File: config.mk
export PLATFORM = sky130hd
export DESIGN_NAME = inst_fetch_unit_flat
export DESIGN_NICKNAME = d
export VERILOG_FILES = /design/src/rtl/inst_fetch_unit_if.sv /design/src/rtl/inst_fetch_unit.sv /design/src/flat_wrapper.sv
export SDC_FILE = /design/constraint.sdc
export NUM_CORES = 1
export LEC_CHECK = 0
export CORE_UTILIZATION = 45
export CTS_BUF_LIST = sky130_fd_sc_hd__clkbuf_4 sky130_fd_sc_hd__clkbuf_8
export CTS_CLUSTER_SIZE = 30
export DETAILED_ROUTE_END_ITERATION = 10
export PLACE_DENSITY_LB_ADDON = 0.12
export SYNTH_ARGS = -nofsm -noshare
export SYNTH_HDL_FRONTEND = slang
export SYNTH_SLANG_ARGS = --single-unit
File: constraint.sdc
create_clock -name clk -period 12 [get_ports clk]
set_clock_uncertainty 0.1 [all_clocks]
set_input_delay 3 -clock clk [delete_from_list [all_inputs] [get_ports clk]]
set_output_delay 3 -clock clk [all_outputs]
set_load 0.02 [all_outputs]
File: src/rtl/inst_fetch_unit_if.sv
// Fetch-unit bundle: instruction-memory request/response, core redirect and the decode-side queue head.
interface inst_fetch_unit_if #(
    parameter int XLEN = 64
);
    logic            imem_req;
    logic [XLEN-1:0] imem_addr;
    logic            imem_gnt;
    logic            imem_rvalid;
    logic [31:0]     imem_rdata;
    logic            redirect;
    logic [XLEN-1:0] redirect_pc;
    logic            inst_valid;
    logic            inst_ready;
    logic [31:0]     inst;
    logic [XLEN-1:0] inst_pc;
    logic            misalign_fault;

    modport master (
        output imem_req, imem_addr,
        input  imem_gnt, imem_rvalid, imem_rdata,
        input  redirect, redirect_pc,
        output inst_valid, inst, inst_pc, misalign_fault,
        input  inst_ready
    );

    modport slave (
        input  imem_req, imem_addr,
        output imem_gnt, imem_rvalid, imem_rdata,
        output redirect, redirect_pc,
        input  inst_valid, inst, inst_pc, misalign_fault,
        output inst_ready
    );
endinterface

File: src/rtl/inst_fetch_unit.sv
// In-order instruction fetch with DEPTH-entry prefetch queue; FETCH_ALIGN_CHECK_EN adds a misaligned-redirect FAULT state.
// Latency: request the cycle after reset/redirect; response to inst_valid is 1 cycle (no bypass).
// Backpressure: requests are credit-limited so queued + outstanding never exceeds DEPTH.
module inst_fetch_unit #(
    parameter int              XLEN     = 64,
    parameter int              DEPTH    = 4,
    parameter logic [XLEN-1:0] RESET_PC = '0
) (
    input logic               clk,
    input logic               reset,
    inst_fetch_unit_if.master bus
);
    localparam int AW = $clog2(DEPTH);
    localparam int CW = AW + 1;
    localparam logic [CW:0] CAP = (CW+1)'(DEPTH);

    typedef struct packed {
        logic [31:0]     inst;
        logic [XLEN-1:0] pc;
    } entry_t;

    typedef enum logic {RUN = 1'b0, FAULT = 1'b1} state_t;

    state_t          state, state_nxt;
    entry_t          queue [DEPTH];
    logic [AW-1:0]   rd_ptr, wr_ptr;
    logic [CW-1:0]   count, outstanding, outstanding_nxt, drop_cnt;
    logic [CW:0]     inflight;
    logic [XLEN-1:0] fetch_pc, resp_pc, target;
    logic            req, accept, drop, push, pop;

    assign target   = {bus.redirect_pc[XLEN-1:2], 2'b00};
    assign inflight = {1'b0, count} + {1'b0, outstanding};
    assign req      = reset && (state == RUN) && !bus.redirect && (inflight < CAP);
    assign accept   = req && bus.imem_gnt;
    // A response landing in the redirect cycle belongs to the old stream.
    assign drop     = bus.imem_rvalid && (bus.redirect || (drop_cnt != '0));
    assign push     = bus.imem_rvalid && !drop;
    assign pop      = (count != '0) && bus.inst_ready && !bus.redirect;
    assign outstanding_nxt = outstanding + CW'(accept) - CW'(bus.imem_rvalid);

`ifdef FETCH_ALIGN_CHECK_EN
    logic misaligned;
    assign misaligned = bus.redirect_pc[1:0] != 2'b00;
`else
    logic unused_low_bits;
    assign unused_low_bits = ^bus.redirect_pc[1:0];
`endif

    always_ff @(posedge clk) begin
        if (!reset) state <= RUN;
        else        state <= state_nxt;
    end

    always_comb begin
        state_nxt = state;
`ifdef FETCH_ALIGN_CHECK_EN
        if (bus.redirect) state_nxt = misaligned ? FAULT : RUN;
`endif
    end

    always_comb begin
        bus.imem_req       = req;
        bus.imem_addr      = fetch_pc;
        bus.inst_valid     = count != '0;
        bus.inst           = queue[rd_ptr].inst;
        bus.inst_pc        = queue[rd_ptr].pc;
        bus.misalign_fault = state == FAULT;
    end

    always_ff @(posedge clk) begin
        if (!reset) begin
            fetch_pc    <= RESET_PC;
            resp_pc     <= RESET_PC;
            count       <= '0;
            outstanding <= '0;
            drop_cnt    <= '0;
            rd_ptr      <= '0;
            wr_ptr      <= '0;
            for (int i = 0; i < DEPTH; i++) queue[i] <= '0;
        end else begin
            outstanding <= outstanding_nxt;
            if (bus.redirect) begin
                count    <= '0;
                rd_ptr   <= '0;
                wr_ptr   <= '0;
                fetch_pc <= target;
                resp_pc  <= target;
                drop_cnt <= outstanding_nxt;
            end else begin
                if (accept) fetch_pc <= fetch_pc + XLEN'(4);
                if (bus.imem_rvalid && (drop_cnt != '0)) drop_cnt <= drop_cnt - 1'b1;
                if (push) begin
                    queue[wr_ptr] <= '{inst: bus.imem_rdata, pc: resp_pc};
                    wr_ptr        <= wr_ptr + 1'b1;
                    resp_pc       <= resp_pc + XLEN'(4);
                end
                if (pop) rd_ptr <= rd_ptr + 1'b1;
                count <= count + CW'(push) - CW'(pop);
            end
        end
    end
endmodule

File: src/flat_wrapper.sv
// flat-port wrapper written by rule: the top's interface ports become plain ports
module inst_fetch_unit_flat 
#(
    parameter int              XLEN     = 64,
    parameter int              DEPTH    = 4,
    parameter logic [XLEN-1:0] RESET_PC = '0
)
  (clk, reset, bus_imem_req, bus_imem_addr, bus_imem_gnt, bus_imem_rvalid, bus_imem_rdata, bus_redirect, bus_redirect_pc, bus_inst_valid, bus_inst, bus_inst_pc, bus_misalign_fault, bus_inst_ready);
  inst_fetch_unit_if #(.XLEN(XLEN)) bus_i ();
  input logic clk;
  input logic reset;
  output wire logic [$bits(bus_i.imem_req)-1:0] bus_imem_req;
  output wire logic [$bits(bus_i.imem_addr)-1:0] bus_imem_addr;
  input wire logic [$bits(bus_i.imem_gnt)-1:0] bus_imem_gnt;
  input wire logic [$bits(bus_i.imem_rvalid)-1:0] bus_imem_rvalid;
  input wire logic [$bits(bus_i.imem_rdata)-1:0] bus_imem_rdata;
  input wire logic [$bits(bus_i.redirect)-1:0] bus_redirect;
  input wire logic [$bits(bus_i.redirect_pc)-1:0] bus_redirect_pc;
  output wire logic [$bits(bus_i.inst_valid)-1:0] bus_inst_valid;
  output wire logic [$bits(bus_i.inst)-1:0] bus_inst;
  output wire logic [$bits(bus_i.inst_pc)-1:0] bus_inst_pc;
  output wire logic [$bits(bus_i.misalign_fault)-1:0] bus_misalign_fault;
  input wire logic [$bits(bus_i.inst_ready)-1:0] bus_inst_ready;
  assign bus_imem_req = bus_i.imem_req;
  assign bus_imem_addr = bus_i.imem_addr;
  assign bus_i.imem_gnt = bus_imem_gnt;
  assign bus_i.imem_rvalid = bus_imem_rvalid;
  assign bus_i.imem_rdata = bus_imem_rdata;
  assign bus_i.redirect = bus_redirect;
  assign bus_i.redirect_pc = bus_redirect_pc;
  assign bus_inst_valid = bus_i.inst_valid;
  assign bus_inst = bus_i.inst;
  assign bus_inst_pc = bus_i.inst_pc;
  assign bus_misalign_fault = bus_i.misalign_fault;
  assign bus_i.inst_ready = bus_inst_ready;
  inst_fetch_unit #(.XLEN(XLEN), .DEPTH(DEPTH), .RESET_PC(RESET_PC)) u_core (.clk(clk), .reset(reset), .bus(bus_i));
endmodule
==> flow_metrics.env, run 1 <==
export IMPL_num_vias=15790
export IMPL_die_area_um2=51920
export IMPL_fin_ws_ps=4091
export IMPL_cts_resized=0
export IMPL_clk_pin_slew_ps=60
export IMPL_path_buf_inv=2
export IMPL_comb_power_share=0.122
export IMPL_tns_ps=0
export IMPL_syn_to_final_growth_pct=21.05
export IMPL_multi_input_area_um2=8033
export IMPL_rows=82
export IMPL_dominantRegCellSynth="edfxtp_1"
export IMPL_syn_mean_instance_area_um2=12.07
export IMPL_slew_viol_final=0
export IMPL_synthTopCellsByArea="edfxtp_1 (49%), dfxtp_1 (12%), mux4_2 (9.2%)"
export IMPL_hold_slack_ps=424.5
export IMPL_drc_errors=0
export IMPL_fill_cells=4332
export IMPL_r2r_end="u_core.queue[1][91]"
export IMPL_track_usage=0.2431
export IMPL_die_x_um=227.9
export IMPL_gp_congestion=0.9022
export IMPL_antenna_cells=0
export IMPL_switchingPower_mw=1.060
export IMPL_synthesis_area_um2=22950
export IMPL_cts_tree="yes"
export IMPL_pwr_share_seq=0.508
export IMPL_dp_hpwl_um=39370
export IMPL_endpoint="bus_imem_req"
export IMPL_hold_viol_final=0
export IMPL_routedWlPerCell_um=21.69
export IMPL_cts_max_level=3
export IMPL_core_um2=50270
export IMPL_drt_vias_per_instance=5.458
export IMPL_status="finished clean"
export IMPL_p_per_area_nw_per_um2=148.5
export IMPL_hp_class="reg -> reg"
export IMPL_leakage_nw=10.09
export IMPL_synthArstFlopShare=0
export IMPL_clkLatencyLatePin_ps=640
export IMPL_maxCapViolCount=0
export IMPL_overflow=0
export IMPL_power_clock_fraction=0.370
export IMPL_ant_nets=0
export IMPL_synth_area_leader_cell="edfxtp_1"
export IMPL_synth_top_area_share=0.4919
export IMPL_synth_edff_count=376
export IMPL_reg2reg_depth=6
export IMPL_ys_top_cells_by_count="edfxtp_1 (376), nor2_1 (325), nand2_1 (153)"
export IMPL_grt_max_degree=95
export IMPL_rsz0062_at_grt="no"
export IMPL_worstSetupEndpointType="output pin"
export IMPL_drt_iter0_drc=1156
export IMPL_final_util=0.5527
export IMPL_drtPass1Iterations=5
export IMPL_dp_cells=2741
export IMPL_peakVddDrop_mv=0.07222
export IMPL_swShare=0.2568
export IMPL_cts_num_sinks=515
export IMPL_syn_instance_count=1902
export IMPL_critical_path_arrival_ps=4810
export IMPL_layout_cells_non_filler=2893
export IMPL_crit_chain="buf_2 > nor2b_2 > and3_1 > clkdlybuf4s50_1"
export IMPL_drive_gt1_frac=0.1297
export IMPL_cp_depth=4
export IMPL_yosys_warnings=0
export IMPL_rrSetupSlack_ps=7800
export IMPL_routed_wl_um=62750
export IMPL_setup_viol=0
export IMPL_critical_path_max_fanout=42
export IMPL_clockBufferDepth=3
export IMPL_yosysSeqAreaShare=0.6131
export IMPL_ys_ff_latch=515
export IMPL_reg2reg_from="u_core.drop_cnt[0]"
export IMPL_postCtsHoldBufs=0
export IMPL_critPathLaunchType="input port"
export IMPL_crit_path_top_delay_cell="clkdlybuf4s50_1"
export IMPL_max_freq_ghz=0.1264
export IMPL_grt_pass1_wl_um=96480
export IMPL_cts_buffers=86
export IMPL_place_ws_ps=4084
export IMPL_worst_pin_slew_ps=1044
export IMPL_slowest_delay_ps=620
export IMPL_antenna_found_initial=0
export IMPL_relSlewSlack=0.3043
export IMPL_regArea_um2=14080
export IMPL_critPathRequiredTime_ps=8900
export IMPL_die_h_um=227.9
export IMPL_synth_most_common_cell="edfxtp_1"
export IMPL_min_period_ps=7909
export IMPL_crit_family="buffers and inverters"
export IMPL_numPortBuffers=257
export IMPL_io_pins=265
export IMPL_timing_final_crit_share=0.6591
export IMPL_cts_setup_buffers=0
export IMPL_root_buffer="clkbuf_8"
export IMPL_start_util=0.4566
export IMPL_synth_cell_types=63
export IMPL_p_int_mw=3.067
export IMPL_path_class="in -> out"
export IMPL_grt_pass1_vias=16380
export IMPL_final_net_count=2271
export IMPL_cp_startpoint="reset"
## power groups by stage
stage	clock [mW]	sequential [mW]	combinational, mW
6_report	1.53	2.10	0.504
5_1_grt	1.64	2.11	0.540
4_1_cts	1.56	2.10	0.511
3_5_place_dp	0	2.13	0.508
3_3_place_gp	0	2.13	0.507
2_1_floorplan	0	2.14	0.266
## flip-flops by register name (all words and copies together), names as in the netlist, named ones only
signal and flops:
u_core.drop_cnt 3, u_core.rd_ptr 2, u_core.queue 376, u_core.wr_ptr 2, u_core.count 3, u_core.outstanding 3
u_core.resp_pc 62, u_core.bus.imem_addr 62
## cells in the final DEF (no fill, tap or decap), drive strengths merged, types with 30 or more instances in the layout
cell type,netlist,final
nand4,43,43
edfxtp,376,376
nor2,325,325
clkdlybuf4s50,0,256
nand3,55,55
mux4,94,94
clkbuf,85,119
a21oi,112,112
nor4,36,36
xnor2,75,75
clkinv,0,30
dfxtp,139,139
xor2,46,46
nand2,154,154
o21ai,67,67
inv,125,125
## cell families after synthesis
family	after synthesis	synth area share
other	1	0.0001634
XOR/XNOR	121	0.04617
AND/OR/NAND/NOR	713	0.1506
multiplexers	96	0.09310
adder cells (fa/ha/maj)	12	0.007195
flip-flops	515	0.6131
buffers and inverters	236	0.04055
AO/OA/AOI/OAI	208	0.04911
## worst min-delay path by stage
stage	endpoint	cells past startpoint	start	slack (ps)
after detailed placement	u_core.bus.imem_addr[62]	2	u_core.bus.imem_addr[62]	400
after floorplan	u_core.resp_pc[3]	2	u_core.resp_pc[3]	380
final	u_core.bus.imem_addr[62]	2	u_core.bus.imem_addr[62]	420
after CTS	u_core.bus.imem_addr[62]	2	u_core.bus.imem_addr[62]	420
after global routing	u_core.bus.imem_addr[62]	2	u_core.bus.imem_addr[62]	450
after global placement	u_core.bus.imem_addr[62]	2	u_core.bus.imem_addr[62]	400
## layer usage
layer	global-route usage	routed length, um	vias to the layer above
met5	0	0	-
met2	0.3866	29390	511
met3	0.04625	3838	87
li1	-	-	7311
met4	0.08075	1407	0
met1	0.3361	28120	7882
## through the flow
stage / area (um^2) / power, mW
after global placement: 26120 / 2.635
after CTS: 27790 / 4.172
after global routing: 27790 / 4.286
after floorplan: 22970 / 2.406
after detailed placement: 26120 / 2.642
final: 27790 / 4.128
## final cells by class
class,count,area share
flip-flops and latches,515,0.5068
clock buffers,119,0.05309
repair buffers,274,0.09699
inverters,125,0.01698
clock inverters,33,0.006844
well taps,672,0.03026
multi-input cells,1155,0.2891
## worst register-to-register path: stages, from the launching register on
cell	delay, ps
dfxtp_1	320
inv_1	80
ha_1	190
nand3b_1	640
o31ai_4	1080
buf_4	610
buf_4	730
Power figures use the tool's default switching activity.
==> run 2, diff against run 1 <==
- clock period: 12 -> 7.5 ns (I/O delays scaled with it)
==> flow_metrics.env, run 2 (synthesis results as in run 1) <==
export IMPL_status="finished clean"
export IMPL_hp_class="reg -> reg"
export IMPL_final_util=0.5560
export IMPL_final_cell_mix="edfxtp_1 (376), nor2_1 (324), clkdlybuf4s50_1 (256), nand2_1 (151), dfxtp_1 (137)"
export IMPL_worst_pin_slew_ps=1022
export IMPL_hold_viol_final=0
export IMPL_hold_start="u_core.bus.imem_addr[62]"
export IMPL_postCtsHoldBufs=0
export IMPL_p_per_area_nw_per_um2=240.1
export IMPL_drive_gt1_frac=0.1335
export IMPL_die_area_um2=51920
export IMPL_overflow=0
export IMPL_layout_cells_non_filler=2904
export IMPL_dp_hpwl_um=38410
export IMPL_path_class="in -> out"
export IMPL_drt_vias_per_instance=5.422
export IMPL_whs_path_depth=2
export IMPL_timing_final_crit_share=0.7483
export IMPL_critical_path_max_fanout=42
export IMPL_die_x_um=227.9
export IMPL_io_pins=265
export IMPL_drc_errors=0
export IMPL_antenna_found_initial=0
export IMPL_cts_setup_buffers=0
export IMPL_regMostFlops="u_core.queue"
export IMPL_slowest_delay_ps=620
export IMPL_crit_path_top_delay_cell="clkdlybuf4s50_1"
export IMPL_grt_pass1_wl_um=94550
export IMPL_mostFrequentLayoutCell="edfxtp_1"
export IMPL_cts_tree="yes"
export IMPL_cts_buffers=87
export IMPL_syn_to_final_growth_pct=21.77
export IMPL_crit_chain="buf_2 > nor2b_2 > and3_1 > clkdlybuf4s50_1"
export IMPL_num_vias=15750
export IMPL_worstSetupEndpointType="output pin"
export IMPL_peakVddDrop_mv=0.1246
export IMPL_rows=82
export IMPL_setup_viol=0
export IMPL_relSlewSlack=0.3184
export IMPL_slew_viol_final=0
export IMPL_gp_congestion=0.9246
export IMPL_track_usage=0.2387
export IMPL_critPathRequiredTime_ps=5530
export IMPL_reg2reg_depth=10
export IMPL_critPathLaunchType="input port"
export IMPL_r2r_end="u_core.drop_cnt[2]"
export IMPL_grt_max_degree=95
export IMPL_grt_pass1_vias=16260
export IMPL_core_um2=50270
export IMPL_cts_num_sinks=515
export IMPL_reg2reg_from="u_core.outstanding[2]"
export IMPL_maxCapViolCount=0
export IMPL_antenna_cells=0
export IMPL_clkLatencyLatePin_ps=670
export IMPL_rsz0062_at_grt="no"
export IMPL_clk_pin_slew_ps=50
export IMPL_routedWlPerCell_um=21.21
export IMPL_cts_resized=0
export IMPL_final_net_count=2273
export IMPL_drtPass1Iterations=5
export IMPL_start_util=0.4566
export IMPL_tns_ps=0
export IMPL_routed_wl_um=61590
export IMPL_ant_nets=0
export IMPL_hold_end="u_core.bus.imem_addr[62]"
export IMPL_min_period_ps=5612
export IMPL_clockBufferDepth=3
export IMPL_rrSetupSlack_ps=3780
export IMPL_max_freq_ghz=0.1782
export IMPL_numPortBuffers=257
export IMPL_root_buffer="clkbuf_8"
export IMPL_leakage_nw=10.15
export IMPL_largest_register_ffs=376
export IMPL_cts_max_level=3
export IMPL_dp_cells=2742
export IMPL_drt_iter0_drc=1156
export IMPL_die_h_um=227.9
export IMPL_critical_path_arrival_ps=3640
export IMPL_hold_slack_ps=420.3
==> run 2: cell count changes in the layout (fill, tap and decap cells not counted) <==
cell        previous run  this run
buf_12                 0         4
buf_4                 17        14
bufinv_16              2         3
clkbuf_4              26        32
clkbuf_8              93        94
clkinv_1              22        23
clkinv_2               8         5
clkinvlp_4             1         5
==> run 2: worst max-delay path, delay by kind of cell <==
kind / cells / cell delay, ps
AND/OR/NAND/NOR: 2 / 600
buffers and inverters: 2 / 1150
==> run 2: final cells by class <==
| type | count | area [um^2] |
|---|---|---|
| clock buffer | 126 | 1534 |
| inverter | 125 | 471.7 |
| multi-input combinational | 1155 | 8033 |
| tap | 672 | 840.8 |
| sequential | 515 | 14080 |
| clock inverter | 36 | 239.0 |
| fill | 4357 | 22320 |
| timing repair buffer | 275 | 2753 |
==> run 2: how the worst max path moves through the flow <==
stage / startpoint / to / slack, ps / cells after the start
3_5_place_dp: reset / bus_imem_req / 1890 / 4
6_report: reset / bus_imem_req / 1890 / 4
3_3_place_gp: reset / bus_imem_req / 1940 / 4
2_1_floorplan: bus_imem_rvalid / u_core.queue[0][10] / -2580 / 3
4_1_cts: reset / bus_imem_req / 1870 / 4
5_1_grt: reset / bus_imem_req / 1780 / 4
==> run 2: power breakdown <==
part	internal [mW]	total, mW	switching (mW)
registers	3.24	3.36	0.117
logic	0.338	0.808	0.470
clock network	1.42	2.55	1.13
==> run 2: metrics by stage <==
step,power [mW],instance area [um^2],worst slack (ps)
CTS,6.783,27950,1875
finish,6.712,27950,1888
floorplan,3.850,22970,-2582
global route,6.976,27950,1780
global placement,4.216,26180,1936
detailed placement,4.229,26180,1892
==> run 2: routing by layer <==
layer  share of wire  vias up  global-route usage  wire (um)
met5               0        -                   0          0
met4           0.028        0             0.09291       1720
met3           0.066       91             0.04788       4095
met2            0.46      564              0.3719      28490
met1            0.44     7775              0.3297      27280
li1                -     7315                   -          -
